--- config.mk ---
export PLATFORM = sky130hd
export DESIGN_NAME = filter_test_sequencer
export DESIGN_NICKNAME = d
export VERILOG_FILES = /design/src/rtl/package_settings.sv /design/src/rtl/peak_tracker.sv /design/src/rtl/filter_test_sequencer.sv
export SDC_FILE = /design/constraint.sdc
export NUM_CORES = 1
export LEC_CHECK = 0
export CAP_MARGIN = 20
export CORE_ASPECT_RATIO = 0.9
export CORE_UTILIZATION = 27
export DETAILED_ROUTE_END_ITERATION = 16
export GPL_TIMING_DRIVEN = 0
export RECOVER_POWER = 100
export REMOVE_ABC_BUFFERS = 1
export SYNTH_ARGS = -nofsm -noshare
export SYNTH_HDL_FRONTEND = slang
export SYNTH_SLANG_ARGS = --single-unit
--- constraint.sdc ---
create_clock -name clk -period 3.2 [get_ports clk]
set_input_delay 0.96 -clock clk [delete_from_list [all_inputs] [get_ports clk]]
set_output_delay 0.96 -clock clk [all_outputs]
set_load 0.05 [all_outputs]
--- src/rtl/package_settings.sv ---
// ============================================================================
// Module      : package_settings
// Description : Shared widths, sequencer defaults and the sequencer state type.
// Revision    : 1.0 - initial release
// ============================================================================
`default_nettype none

package package_settings;

  localparam int DEFAULT_SIZE_FILTER_DATA = 16;
  localparam int DEFAULT_SIZE_DELAY       = 8;
  localparam int SIZE_SEQ_STEPS           = 4;
  localparam int DEFAULT_SETTLE_CYCLES    = 16;
  localparam int DEFAULT_DWELL_CYCLES     = 64;

  typedef enum logic [2:0] {
    IDLE    = 3'd0,
    SETTLE  = 3'd1,
    MEASURE = 3'd2,
    REPORT  = 3'd3,
    DONE    = 3'd4
  } seq_state_t;

endpackage

`default_nettype wire

--- src/rtl/peak_tracker.sv ---
// ============================================================================
// Module      : peak_tracker
// Description : Window peak/first-position tracker with optional window sum
//               (sum enabled by macro FILTER_SEQ_AVG_EN).
// Revision    : 1.0 - initial release
// ============================================================================
`default_nettype none

module peak_tracker #(
  parameter int DATA_W       = 16,
  parameter int DWELL_CYCLES = 64
) (
  input  logic                                          clk,
  input  logic                                          reset,
  input  logic                                          clear,
  input  logic                                          enable,
  input  logic signed [DATA_W-1:0]                      data,
  output logic signed [DATA_W-1:0]                      peak,
  output logic        [$clog2(DWELL_CYCLES)-1:0]        pos,
  output logic signed [DATA_W+$clog2(DWELL_CYCLES)-1:0] sum,
  output logic                                          last
);

  localparam int                POS_W    = $clog2(DWELL_CYCLES);
  localparam int                SUM_W    = DATA_W + POS_W;
  localparam logic [POS_W-1:0]  LAST_IDX = POS_W'(DWELL_CYCLES - 1);

  logic signed [DATA_W-1:0] best;
  logic        [POS_W-1:0]  best_pos;
  logic        [POS_W-1:0]  idx;
  logic                     higher;

  // Strict compare keeps the earliest position on ties
  assign higher = enable && (data > best);

  always_ff @(posedge clk or negedge reset) begin
    if (!reset) begin
      best     <= '0;
      best_pos <= '0;
      idx      <= '0;
    end else if (clear) begin
      best     <= {1'b1, {(DATA_W-1){1'b0}}};
      best_pos <= '0;
      idx      <= '0;
    end else if (enable) begin
      if (higher) begin
        best     <= data;
        best_pos <= idx;
      end
      idx <= idx + POS_W'(1);
    end
  end

  // Outputs include the sample being taken this cycle so the final sample
  // lands in the result loaded on the same edge.
  assign peak = higher ? data : best;
  assign pos  = higher ? idx  : best_pos;
  assign last = enable && (idx == LAST_IDX);

`ifdef FILTER_SEQ_AVG_EN
  logic signed [SUM_W-1:0] acc;
  logic signed [SUM_W-1:0] data_ext;

  assign data_ext = {{POS_W{data[DATA_W-1]}}, data};

  always_ff @(posedge clk or negedge reset) begin
    if (!reset) begin
      acc <= '0;
    end else if (clear) begin
      acc <= '0;
    end else if (enable) begin
      acc <= acc + data_ext;
    end
  end

  assign sum = enable ? (acc + data_ext) : acc;
`else
  assign sum = '0;
`endif

endmodule

`default_nettype wire

--- src/rtl/filter_test_sequencer.sv ---
// ============================================================================
// Module      : filter_test_sequencer
// Description : Delay-sweep controller: programs the generator, waits for the
//               filter to settle, reports the windowed peak of filter_data.
//               Window sum reported only when FILTER_SEQ_AVG_EN is defined.
// Revision    : 1.0 - initial release
// ============================================================================
`default_nettype none

module filter_test_sequencer
  import package_settings::*;
#(
  parameter int SIZE_FILTER_DATA = DEFAULT_SIZE_FILTER_DATA,
  parameter int SIZE_DELAY       = DEFAULT_SIZE_DELAY,
  parameter int SETTLE_CYCLES    = DEFAULT_SETTLE_CYCLES,
  parameter int DWELL_CYCLES     = DEFAULT_DWELL_CYCLES,
  parameter int DELAY_START      = 0,
  parameter int DELAY_STEP       = 4
) (
  input  logic                                                    clk,
  input  logic                                                    reset,
  input  logic                                                    start,
  input  logic                                                    abort,
  input  logic        [SIZE_SEQ_STEPS-1:0]                        cfg_steps,
  input  logic                                                    cfg_overlay,
  input  logic                                                    cfg_rate,
  input  logic signed [SIZE_FILTER_DATA-1:0]                      filter_data,
  input  logic                                                    result_ready,
  output logic                                                    test_overlay,
  output logic                                                    test_rate,
  output logic        [SIZE_DELAY-1:0]                            test_delay,
  output logic                                                    busy,
  output logic                                                    result_valid,
  output logic        [SIZE_SEQ_STEPS-1:0]                        result_step,
  output logic signed [SIZE_FILTER_DATA-1:0]                      result_peak,
  output logic        [$clog2(DWELL_CYCLES)-1:0]                  result_pos,
  output logic signed [SIZE_FILTER_DATA+$clog2(DWELL_CYCLES)-1:0] result_sum,
  output logic                                                    done
);

  localparam int                      POS_W       = $clog2(DWELL_CYCLES);
  localparam int                      SUM_W       = SIZE_FILTER_DATA + POS_W;
  localparam int                      SETTLE_W    = $clog2(SETTLE_CYCLES + 1);
  localparam logic [SETTLE_W-1:0]     SETTLE_LAST = SETTLE_W'(SETTLE_CYCLES - 1);
  localparam logic [SIZE_DELAY-1:0]   DELAY_MAX   = '1;

  seq_state_t                   state;
  logic [SETTLE_W-1:0]          settle_cnt;
  logic [SIZE_SEQ_STEPS-1:0]    step;
  logic [SIZE_SEQ_STEPS-1:0]    last_step;
  logic [31:0]                  delay_sum;
  logic [SIZE_DELAY-1:0]        delay_next;
  logic                         trk_clear;
  logic                         trk_enable;
  logic                         trk_last;
  logic signed [SIZE_FILTER_DATA-1:0] trk_peak;
  logic        [POS_W-1:0]            trk_pos;
  logic signed [SUM_W-1:0]            trk_sum;

  // Next sweep delay saturates at the top of the delay range
  assign delay_sum  = 32'(test_delay) + 32'(DELAY_STEP);
  assign delay_next = (delay_sum > 32'(DELAY_MAX)) ? DELAY_MAX : delay_sum[SIZE_DELAY-1:0];

  assign trk_clear  = (state == SETTLE) && (settle_cnt == SETTLE_LAST);
  assign trk_enable = (state == MEASURE);

  peak_tracker #(
    .DATA_W       (SIZE_FILTER_DATA),
    .DWELL_CYCLES (DWELL_CYCLES)
  ) u_peak_tracker (
    .clk    (clk),
    .reset  (reset),
    .clear  (trk_clear),
    .enable (trk_enable),
    .data   (filter_data),
    .peak   (trk_peak),
    .pos    (trk_pos),
    .sum    (trk_sum),
    .last   (trk_last)
  );

  always_ff @(posedge clk or negedge reset) begin
    if (!reset) begin
      state        <= IDLE;
      settle_cnt   <= '0;
      step         <= '0;
      last_step    <= '0;
      test_overlay <= 1'b0;
      test_rate    <= 1'b0;
      test_delay   <= '0;
      busy         <= 1'b0;
      done         <= 1'b0;
      result_valid <= 1'b0;
      result_step  <= '0;
      result_peak  <= '0;
      result_pos   <= '0;
      result_sum   <= '0;
    end else if (abort && (state != IDLE)) begin
      state        <= IDLE;
      busy         <= 1'b0;
      done         <= 1'b0;
      result_valid <= 1'b0;
    end else begin
      case (state)
        IDLE: begin
          done <= 1'b0;
          if (start) begin
            state        <= SETTLE;
            busy         <= 1'b1;
            settle_cnt   <= '0;
            step         <= '0;
            last_step    <= (cfg_steps == '0) ? '0 : cfg_steps - 1'b1;
            test_overlay <= cfg_overlay;
            test_rate    <= cfg_rate;
            test_delay   <= SIZE_DELAY'(DELAY_START);
          end
        end
        SETTLE: begin
          if (settle_cnt == SETTLE_LAST) begin
            state <= MEASURE;
          end else begin
            settle_cnt <= settle_cnt + 1'b1;
          end
        end
        MEASURE: begin
          if (trk_last) begin
            state        <= REPORT;
            result_valid <= 1'b1;
            result_step  <= step;
            result_peak  <= trk_peak;
            result_pos   <= trk_pos;
            result_sum   <= trk_sum;
          end
        end
        REPORT: begin
          if (result_ready) begin
            result_valid <= 1'b0;
            if (step == last_step) begin
              state <= DONE;
              done  <= 1'b1;
            end else begin
              state      <= SETTLE;
              step       <= step + 1'b1;
              settle_cnt <= '0;
              test_delay <= delay_next;
            end
          end
        end
        DONE: begin
          state <= IDLE;
          done  <= 1'b0;
          busy  <= 1'b0;
        end
        default: begin
          state <= IDLE;
          busy  <= 1'b0;
        end
      endcase
    end
  end

endmodule

`default_nettype wire

# Yosys cells after proc, flatten, opt, wreduce, memory -nomap -nowiden
# Cells that the tools add are included.
[totals]
reg_bits = 83
mem_count = 0
latchBits = 0
rom_bits = 0
ram_bits = 0
output_inout_bits = 61
[op_classes]
eq_ne = 17
addsub = 5
order_cmp = 2
div = 0
mux = 41
bitwise_logic = 1
shift = 0
multipliers = 0
reduce_logical = 22
[op_table]
columns = ["op", "n"]
rows = [
  ["$mux 16", 3],
  ["$mux 8", 4],
  ["$mux 6", 5],
  ["$mux 5", 4],
  ["$mux 3", 6],
  ["$gt 16x16->1", 1],
  ["$mux 4", 4],
  ["$pmux 8 s2", 1],
  ["$pmux 5 s3", 1],
  ["$ne 3x3->1 const B", 4],
  ["$pmux 3 s4", 1],
  ["$reduce_and 3->1", 4],
  ["$reduce_bool 3->1", 4],
  ["$add 8x3->9 const B", 1],
  ["$gt 9x8->1 const B", 1],
  ["$mux 1", 8],
  ["$ne 2x2->1 const B", 4],
  ["$pmux 4 s2", 1],
  ["$add 6x1->6 const B", 1],
  ["$eq 3x2->1 const B", 2],
  ["$eq 6x6->1 const B", 1],
  ["$pmux 1 s2", 3],
  ["$reduce_and 6->1", 1],
  ["$add 5x1->5 const B", 1],
  ["other kinds (18)", 22],
]

# Logic depth before layout (Yosys ltp)
[depth]
ltp_word = 6
mapped_depth = 10
depth_no_buf = 8

# Hierarchy
# From an unflattened synthesis, not the netlist that was laid out.
[hier_totals]
cells_unflattened = 642
hier_area_um2 = 6145.9
[by_module_without_submodules]
columns = ["module", "instances", "seq_area_each_um2", "cells_per_inst", "area_per_inst_um2"]
rows = [
  ["filter_test_sequencer", 1, 1901.8, 271, 3294.4],
  ["peak_tracker", 1, 700.7, 371, 2851.5],
]

# Least setup slack after synthesis
# OpenSTA, ideal clock, no wires.
[synth_path]
path_kind = "in2reg"
start = "in filter_data[15]"
end = "reg u_peak_tracker.best[10]"
cell_stages = 8
path_slack_ps = 439
n_path_buf = 2
arrival_time_ps = 2665
setup_time_ps = 95
cell_sequence = "ha_1 and4_1 a31oi_1 a31o_2 buf_2 nand2_1 buf_4 o31ai_1"
[synth_between]
elab_chain_len = 5
[synth_lines]
columns = ["item", "line", "text"]
rows = [
  ["start, declared", "filter_test_sequencer.sv:27", "input logic signed [SIZE_FILTER_DATA-1:0] filter_data,"],
  ["$gt 16x16->1", "peak_tracker.sv:34", "assign higher = enable && (data > best);"],
  ["$logic_and 1x1->1", "peak_tracker.sv:34", ""],
  ["$mux 16 (3 in series)", "--", ""],
  ["end signal, assigned", "peak_tracker.sv:42", "best <= {1'b1, {(DATA_W-1){1'b0}}};"],
  ["end signal, assigned", "peak_tracker.sv:47", "best <= data;"],
  ["end, declared", "peak_tracker.sv:28", "logic signed [DATA_W-1:0] best;"],
]
# No other way between the ends. The select of a mux whose other input is x is not followed.
# A chain may end at the register's enable or synchronous reset.

# Worst setup path after layout
[layout_path]
start = "in filter_data[15]"
end = "reg result_pos[4]"
[layout_between]
elab_chain_len = 3
[layout_lines]
columns = ["item", "line", "text"]
rows = [
  ["$gt 16x16->1", "peak_tracker.sv:34", ""],
  ["$logic_and 1x1->1", "peak_tracker.sv:34", ""],
  ["$mux 6", "peak_tracker.sv:57", "assign pos = higher ? idx : best_pos;"],
  ["end signal, assigned", "filter_test_sequencer.sv:131", "result_pos <= trk_pos;"],
  ["end, declared", "filter_test_sequencer.sv:36", "output logic [$clog2(DWELL_CYCLES)-1:0] result_pos,"],
]
# No other way between the ends.

==> out/qor.log <==
qor: final_layout.insertedDiodeCount 0
qor: floorplanning.floorplan.io_pins 88
qor: setup_path.critPathArrivalTime 3360 ps
qor: power_and_ir_drop.p_per_area 696 mW/mm^2
qor: detailed_routing.route.detailed.vias_per_inst 4.91
qor: placed_design.place.detailed.instances 722
qor: global_route.grt_first_pass_wirelength 17,900 um
qor: setup_path.critical_path.most_common_cell o211ai_1
qor: setup_path.critPathMaxFanout 23
qor: final_layout.areaGrowthSynthToFinish 24.8%
qor: synth.synthTopCellsByCount dfrtp_1 (82), nand2_1 (43), o21ai_0 (39)
qor: setup_path.slowest_stage_cell_crit_path clkdlybuf4s50_1
qor: synth.synth-simple-area-share 17.9%
qor: setup_path.setup.worst_path.end_class flip-flop
qor: detailed_routing.drt_iter0_drc 206
qor: power_and_ir_drop.vdd.ir_drop.worst 326 uV
qor: placed_design.port_buffers 65
qor: detailed_routing.detailroute.via_count 3,650
qor: synth.synth-seq-cells 82
qor: timing.tightest_slew 1480 ps
qor: synth.synth.top_cell.area_share 46.1%
qor: detailed_routing.drc 0
qor: hold_path.hold_class reg -> reg
qor: synth.synth.largest_area_cell dfrtp_1
qor: floorplanning.dieArea 0.0170 sq mm
qor: synth.mappedNetlistArea 0.00445 sq mm
qor: synth.post_synthesis_sequential_area_ratio 46.1%
qor: detailed_routing.route.antenna.remaining_nets 0
qor: flow_run.maxCapViolations 0
qor: synth.multiplexer_share_of_the_synthesized_area 1.01%
qor: power_and_ir_drop.power.sequential.fraction 39.5%
qor: power_and_ir_drop.netSwitchingFraction 39.4%
qor: global_route.grt_start_max_net_pins 57
qor: detailed_routing.routedWlPerCell 14.8 um
qor: timing.fin_worst_skew 7.07 ps
qor: synth.synthesis.instances 468
qor: clock_tree.max-clock-path-buffers 2
qor: floorplanning.initial_utilization 27.6%
qor: synth.synth_area_leaders dfrtp_1 (46%), ha_1 (6.2%), o21ai_0 (4.4%), buf_4 (4.2%), nand2_1 (3.6%)
qor: synth.synth_compound_gate_area_share 17.9%
qor: global_route.grt_pass1_vias 3,602
qor: clock_tree.cts.reportedPaths.clkPinSlew 60 ps
qor: synth.synth_top_family_by_area simple AND/OR/NAND/NOR gates
qor: timing.finalMaxSlewViolations 0
qor: power_and_ir_drop.clock_power_share 23.5%
qor: clock_tree.root_buffer_selected_by_cts clkbuf_16
qor: floorplanning.coreArea 0.0161 sq mm
qor: synth.synthAdderAreaFrac 6.19%
qor: synth.synth_enable_flop_cells 0
qor: floorplanning.die_width 137 um
qor: synth.yosysWarnings 0
qor: setup_path.cp_cell_sequence clkdlybuf4s50_1, ha_1, and4_1, a41oi_1, and2b_1, and4_4, o211ai_1, clkbuf_2, o211ai_1
qor: placed_design.gp_congestion 0.808
qor: global_route.antenna_found_initial 0
qor: setup_path.timing.critical_path.required 3450 ps
qor: power_and_ir_drop.comb_power_share 37.0%
qor: final_layout.finalNetCount 583
qor: clock_tree.cts_inserted_buffers 9
qor: floorplanning.std_cell_rows 44
qor: placed_design.dp_hpwl 7620 um
qor: floorplanning.chipHeight 124 um
qor: power_and_ir_drop.internal_power 2.34 mW
qor: timing.maxClockFrequency 321 MHz
qor: clock_tree.clock_sink_count 82
qor: synth.synthArstFlopShare 100%
qor: setup_path.start_kind input port
qor: synth.ys_dominant_reg_cell dfrtp_1
qor: final_layout.final_layout_size_suffix_gt1_share 8.38%
qor: synth.synth.distinct_cells 57
qor: timing.hold_slack 475 ps
qor: status.outcome finished, final reports clean
qor: timing.setup_violations 0
qor: synth.post_synth_xor_area_fraction 2.36%
qor: detailed_routing.wirelength 11,000 um
qor: clock_tree.worst_skew_pair.late_latency 330 ps
qor: detailed_routing.drt_pre_antenna_iters 4
qor: timing.min_period_over_period 97.3%
qor: setup_path.delay_of_the_slowest_cell_on_the_worst_path 480 ps
qor: setup_path.cp_num_buf_inv 2
qor: power_and_ir_drop.total_switching_power 1.52 mW
qor: synth.most_frequent_cell_after_synthesis dfrtp_1
qor: timing.final-hold-violation-count 0
qor: clock_tree.htreeDepth 3
qor: clock_tree.cts_tree built
qor: final_layout.layoutNonFillerInstCount 744
qor: timing.post_layout_min_period 3110 ps
qor: power_and_ir_drop.p_leak 2.50 nW
qor: setup_path.critical_path.top_delay_family simple AND/OR/NAND/NOR gates
qor: global_route.grt_util_all_layers 13.5%
qor: global_route.globalRouteOverflowTotal 0
qor: synth.avgSynthCellArea 9.50 sq um
qor: setup_path.worst-setup-path-type in -> reg
qor: timing.max-slew-margin-rel 1.32%
cells by family after synthesis:
group / Yosys count
compound gates: 125
xor+xnor: 12
fa+ha+maj: 22
buf+inv: 68
flops: 82
mux: 4
other cells: 1
simple gates: 154
sequential cells by signal, summed over array words and instances (netlist names), 5 cells and up:
signal                   flops
result_peak                 16
u_peak_tracker.best         16
test_delay                   7
result_pos                   6
u_peak_tracker.best_pos      6
u_peak_tracker.idx           6
settle_cnt                   5
layout make-up:
| type | instances | area (sq um) |
|---|---|---|
| Fill cell | 1627 | 10600 |
| Clock inverter | 3 | 18.8 |
| Timing Repair Buffer | 79 | 741 |
| Tap cell | 207 | 259 |
| Inverter | 21 | 78.8 |
| Sequential cell | 82 | 2050 |
| Clock buffer | 11 | 233 |
| Multi-Input combinational cell | 341 | 2170 |
worst paths after layout:
check / startpoint / slack (ps) / end / depth (start not counted)
setup / recovery: filter_data[15] / 90 / result_pos[4]$_DFFE_PN0P_ / 9
hold / removal: test_overlay$_DFFE_PN0P_ / 470 / test_overlay$_DFFE_PN0P_ / 2
setup reg to reg: state[1]$_DFFE_PN0P_ / 650 / result_pos[4]$_DFFE_PN0P_ / 6
hold reg to reg: test_overlay$_DFFE_PN0P_ / 470 / test_overlay$_DFFE_PN0P_ / 2
max in group asynchronous: reset / 640 / busy$_DFFE_PN0P_ / 2
min in group asynchronous: reset / 970 / u_peak_tracker.best[4]$_DFFE_PN0P_ / 1
per-stage QoR:
stage                     setup TNS [ps]  utilization [%]  power, mW  worst slack [ps]  cell area [sq um]
after global placement           -241080             31.8       2.87             -2800               5140
after CTS                              0             34.5       3.92              35.9               5560
after floorplan                    -6940                -       2.49              -589               4230
final                                  0             34.4       3.87              85.1               5550
after global routing                -142             34.4       4.16             -29.0               5550
after detailed placement          -34340             32.5       2.95             -1150               5250
layer usage:
layer  up-vias  track usage (%)  wire [um]  part of all wire [%]
met5         -                0          0                     0
met4         0             2.40        109                  0.99
met3        11             3.17        560                   5.1
met2       105             21.9       4960                    45
met1      1754             18.4       5400                    49
li1       1780                -          -                     -
placed cells by master, fill, tap and decap left out, drive strengths merged, types with 7 or more instances in the layout:
cell type	count
clkdlybuf4s50	23
dlygate4sd3	40
o21ai	39
nor3	7
nand2	44
o211ai	11
inv	21
dfrtp	82
nor2	34
ha	22
o31ai	18
nand3	26
buf	9
a21oi	17
clkbuf	18
a31oi	21
conb	22
xor2	11
power by group through the flow:
| stage | clock network (mW) | registers [mW] | logic [mW] |
|---|---|---|---|
| finish | 0.910 | 1.53 | 1.43 |
| floorplan | 0 | 1.65 | 0.841 |
| CTS | 0.938 | 1.52 | 1.45 |
| global route | 0.982 | 1.57 | 1.61 |
| detailed placement | 0 | 1.54 | 1.41 |
| global placement | 0 | 1.53 | 1.34 |
repair_timing:
action / 4_1_cts / 5_1_grt
gates cloned: 0 / 2
hold buffers: 0 / 0
endpoints found under the setup margin: 34 / 40
gates resized for setup: 8 / 3
pin swaps: 0 / 3
setup buffers: 1 / 5
worst reg2reg max path: stages (launching register included):
cell and delay (ps):
dfrtp_1 630, or3b_1 510, nor3_2 760, buf_8 240, o211ai_1 90, clkbuf_2 150, o211ai_1 90
Power figures use the tool's default switching activity.
==> variant 1, RTL diff (same settings) <==
Change the package constant `DEFAULT_SIZE_FILTER_DATA` from 16 to 32.
--- a/src/rtl/package_settings.sv
+++ b/src/rtl/package_settings.sv
@@ -7,7 +7,7 @@
 
 package package_settings;
 
-  localparam int DEFAULT_SIZE_FILTER_DATA = 16;
+  localparam int DEFAULT_SIZE_FILTER_DATA = 32;
   localparam int DEFAULT_SIZE_DELAY       = 8;
   localparam int SIZE_SEQ_STEPS           = 4;
   localparam int DEFAULT_SETTLE_CYCLES    = 16;
Interface: changed (resized filter_data, result_peak and result_sum); port bits go from 88 to 136. The function was not compared with the original's and may differ.
==> variant 1 against the unedited design <==
Die area up 41%; clock power grew 120%; synthesized area rose by 41%; design area increased by 57%; total power up 10%; utilization up 4.0 points; global-route usage rose by 1.8 points; largest power group is now the clock network; fmax down 0.47%; highest routed layer unchanged; critical endpoint is now result_peak[9]; wire length grew 57%; setup slack lost 15 ps; sequential cell count rose by 32.
==> variant 1: results (changes against the unedited design) <==
first_global_vias: 5220  # +45%
htreeDepth: 4  # +1
synth_seq_area_share_pct: 45.4  # -0.71 points
top_regs: "result_peak (32), u_peak_tracker.best (32), test_delay (7)"
synth_common_cells: "114 x dfrtp_1, 59 x nor2_1, 58 x o21ai_0"
status: "finished clean"
insertion_delay_ps: 420  # +90 ps
critPathMaxFanout: 10  # -57%
dpl.hpwl_um: 11000  # +44%
viasPerCell: 4.77  # -2.7%
worst_r2r_path_depth: 12  # +6
track_usage_pct: 15.3  # +1.8 points
timing.hold.ws_ps: 499  # +23.9 ps
place.gp.congestion: 0.780  # -3.4%
tightest_slew_ps: 1340  # -143 ps
grt_max_degree: 64  # +12%
placed_cell_area_um2: 7520  # +43%
p_leak_nw: 4.08  # +63%
nFillCells: 2233  # +37%
nets: 861  # +48%
io_buffers: 97  # +49%
endpoint: "result_peak[9]"
wl_per_cell_um: 15.9  # +7.5%
crit_arrival_ps: 3420  # +60 ps
rrSetupSlack_ps: 400  # -250 ps
yosys-top-cells-area: "dfrtp_1 45%, ha_1 7.6%, buf_4 4.9%, o21ai_0 4.6%, a31oi_1 3.6%"
drt-initial-drc-count: 246  # +19%
drive_above_1_share_pct: 17.0  # +8.6 points
startpoint: "filter_data[7]"
variant 1: cell types whose count changed after synthesis, sizes merged, moves of 10 or more:
cell,change
dfrtp,+32
inv,+27
nor2,+25
buf,+22
o21ai,+21
nand3,+17
ha,+16
o31ai,+16
a31oi,+15
nand2,-14
a21oi,+10
nand4,+10
variant 1: layout make-up:
| cell class | instances | area [um^2] | area share (%) |
|---|---|---|---|
| repair buffers | 140 | 1430 | 16.5 |
| clock inverters | 13 | 161 | 1.86 |
| well taps | 297 | 372 | 4.28 |
| flip-flops and latches | 114 | 2850 | 32.8 |
| inverters | 48 | 180 | 2.07 |
| clock buffers | 19 | 443 | 5.10 |
| multi-input cells | 459 | 3250 | 37.4 |
variant 1: worst min-delay path by stage:
stage	depth (start not counted)	to	from
after floorplan	2	settle_cnt[4]	settle_cnt[4]
after global placement	2	settle_cnt[4]	settle_cnt[4]
after detailed placement	2	settle_cnt[4]	settle_cnt[4]
after CTS	2	settle_cnt[4]	settle_cnt[4]
after global routing	1	result_step[2]	result_step[2]
final	1	result_step[3]	result_step[3]
variant 1: repair_timing:
action                                  CTS  global route
setup buffers                            30             1
resized for setup                        59            31
pin swaps                                31            18
gates cloned                              5             0
endpoints found under the setup margin   76            76
variant 1: worst max-delay path: cells and delay by family:
kind / cells / cell delay, ps
buffers and inverters: 4 / 1040
AO/OA/AOI/OAI: 4 / 700
AND/OR/NAND/NOR: 3 / 410
adder cells (fa/ha/maj): 1 / 310
variant 1: through the flow:
stage / TNS, ps / worst slack (ps) / power (W) / cells
2_1_floorplan: -143710 / -2840 / 0.00205 / 617
3_3_place_gp: -786140 / -6240 / 0.00228 / 1011
3_5_place_dp: -139210 / -2410 / 0.00230 / 1023
4_1_cts: 0 / 1.29 / 0.00432 / 1089
5_1_grt: -65.5 / -16.3 / 0.00445 / 1090
6_report: 0 / 70.5 / 0.00425 / 1090
variant 1: power groups by stage:
stage	clock (W)	combinational, W	sequential [W]
after floorplan	0	0.000316	0.00174
after global placement	0	0.000673	0.00161
after detailed placement	0	0.000686	0.00161
after CTS	0.00201	0.000723	0.00159
after global routing	0.00208	0.000776	0.00160
final	0.00196	0.000710	0.00159
variant 1: metal layers:
metal | global-route usage [%] | share of wire (%) | up-vias
met1 | 19.9 | 45 | 2503
met4 | 4.44 | 1.0 | 0
met3 | 4.29 | 5.8 | 15
li1 | - | - | 2543
met5 | 0 | 0 | -
met2 | 24.7 | 48 | 140
variant 1: cells by family after synthesis:
kind of cell	Yosys count	share of synthesized area, %
buf+inv	126	10.5
fa+ha+maj	38	7.57
simple gates	174	13.2
xor+xnor	12	1.67
other cells	1	0.0597
flops	114	45.4
mux	8	1.41
compound gates	185	20.1
==> variant 2, RTL diff (config.mk and constraints unchanged) <==
Made on the original files. Encoding of `seq_state_t`: now one-hot (5 bits for 5 states).
--- a/src/rtl/package_settings.sv
+++ b/src/rtl/package_settings.sv
@@ -13,12 +13,12 @@
   localparam int DEFAULT_SETTLE_CYCLES    = 16;
   localparam int DEFAULT_DWELL_CYCLES     = 64;
 
-  typedef enum logic [2:0] {
-    IDLE    = 3'd0,
-    SETTLE  = 3'd1,
-    MEASURE = 3'd2,
-    REPORT  = 3'd3,
-    DONE    = 3'd4
+  typedef enum logic [4:0] {
+    IDLE    = 5'b00001,
+    SETTLE  = 5'b00010,
+    MEASURE = 5'b00100,
+    REPORT  = 5'b01000,
+    DONE    = 5'b10000
   } seq_state_t;
 
 endpackage
Function: same outputs for any inputs over 10 cycles, from zero or initial values and one cycle with reset low; not proved beyond that.
==> variant 2 against the unedited design <==
The flow now finishes with violations (max-capacitance violations, max-slew violations, negative setup slack); register-to-register slack got worse by 320 ps; first-iteration DRC count grew 62%; die area grew 5.3%; setup slack worse by 92 ps; sequential cell count increased by 2; count of clock-buffer cells in the layout fell by 1; synthesized cell count is 13% higher; synthesized area grew 5.4%; fmax is 2.9% lower; design area rose by 10%; non-clock buffer count increased by 2; wire length grew 14%; critical path type unchanged; highest routed layer unchanged.
Power is not compared: it rests on default switching activity, and its combinational part moved more than twofold at a synthesized area within 25%.
==> variant 2: results (changes against the unedited design) <==
grt_first_pass_wirelength_um: 20200  # +13%
critPathMaxStageDelay_ps: 510  # +30 ps
multi_input_area_um2: 2430  # +12%
timing.rr.start: "state[3]"
violations: "max-capacitance violations, max-slew violations, negative setup slack"
nNonClkBuffers: 81  # +2.5%
skew_ps: 8.71  # +1.64 ps
worst_r2r_path_depth: 8  # +2
final_cell_count_no_fill: 833  # +12%
startpoint: "filter_data[11]"
synth-compound-area-share_pct: 15.5  # -2.4 points
seq_cell_count: 84  # +2.4%
status: "finished with violations"
dp_cells: 806  # +12%
crit_arrival_ps: 3430  # +70 ps
track_usage_pct: 14.1  # +0.63 points
dpl.hpwl_um: 8150  # +6.9%
grt_use_met1_pct: 19.6  # +1.2 points
clock_area_share_pct: 5.54  # +1.0 points
synthMuxAreaShare_pct: 0.961  # -0.052 points
drv_slew: 31  # +31
synth_common_cells: "83 x dfrtp_1, 62 x nand2_1, 47 x nand3_1"
reg2reg_to: "result_peak[15]"
dp_slack_ps: -976  # +172 ps
avgSynthCellArea_um2: 8.90  # -6.4%
setup_viol: 2  # +2
bufAreaShareNonClock_pct: 14.2  # +0.86 points
grt_max_degree: 55  # -3.5%
synth-xor-area-share_pct: 2.24  # -0.12 points
wl_met3_um: 724  # +29%
synth_fa_ha_area_share_pct: 5.87  # -0.32 points
drt-initial-drc-count: 334  # +62%
yosys.cell_types.count: 52  # -8.8%
yosys-top-cells-area: "dfrtp_1 44%, ha_1 5.9%, nand3_1 5.0%, nand2_1 5.0%, o21ai_0 4.2%"
first_global_vias: 4012  # +11%
met1_length_um: 5940  # +10%
wl_per_cell_um: 15.1  # +1.7%
place.gp.congestion: 0.830  # +2.8%
synth_seq_area_share_pct: 44.9  # -1.3 points
finalWorstSetupSlack_ps: -7.13  # -92.3 ps
viasPerCell: 5.07  # +3.3%
placed_cell_area_um2: 5600  # +6.8%
nets: 643  # +10%
endpoint: "u_peak_tracker.best_pos[3]"
max_cap_violations: 1  # +1
==> variant 2: cell types whose count changed after synthesis, moves of 5 or more <==
cell,unedited run,this run
a21oi_1,16,23
o211ai_1,11,2
o31ai_1,18,2
buf_2,2,8
nor2_1,34,39
nand4_1,4,29
nand2_1,43,62
nand3_1,26,47
==> variant 2: where the power goes <==
part / total (W) / switching (W) / leakage (nW) / internal [W]
Combinational: 0.000545 / 0.000372 / 1.73 / 0.000173
Sequential: 0.00118 / 0.0000517 / 1.03 / 0.00113
Clock: 0.00120 / 0.000419 / 0.168 / 0.000777
Total: 0.00292 / 0.000843 / 2.93 / 0.00208
==> variant 2: timing repair <==
| action | in CTS | in global routing |
|---|---|---|
| gates resized for setup | 9 | 12 |
| buffers inserted | 5 | 4 |
| endpoints found under the setup margin | 44 | 44 |
| pin swaps | 3 | 9 |
| cloned | 2 | 1 |
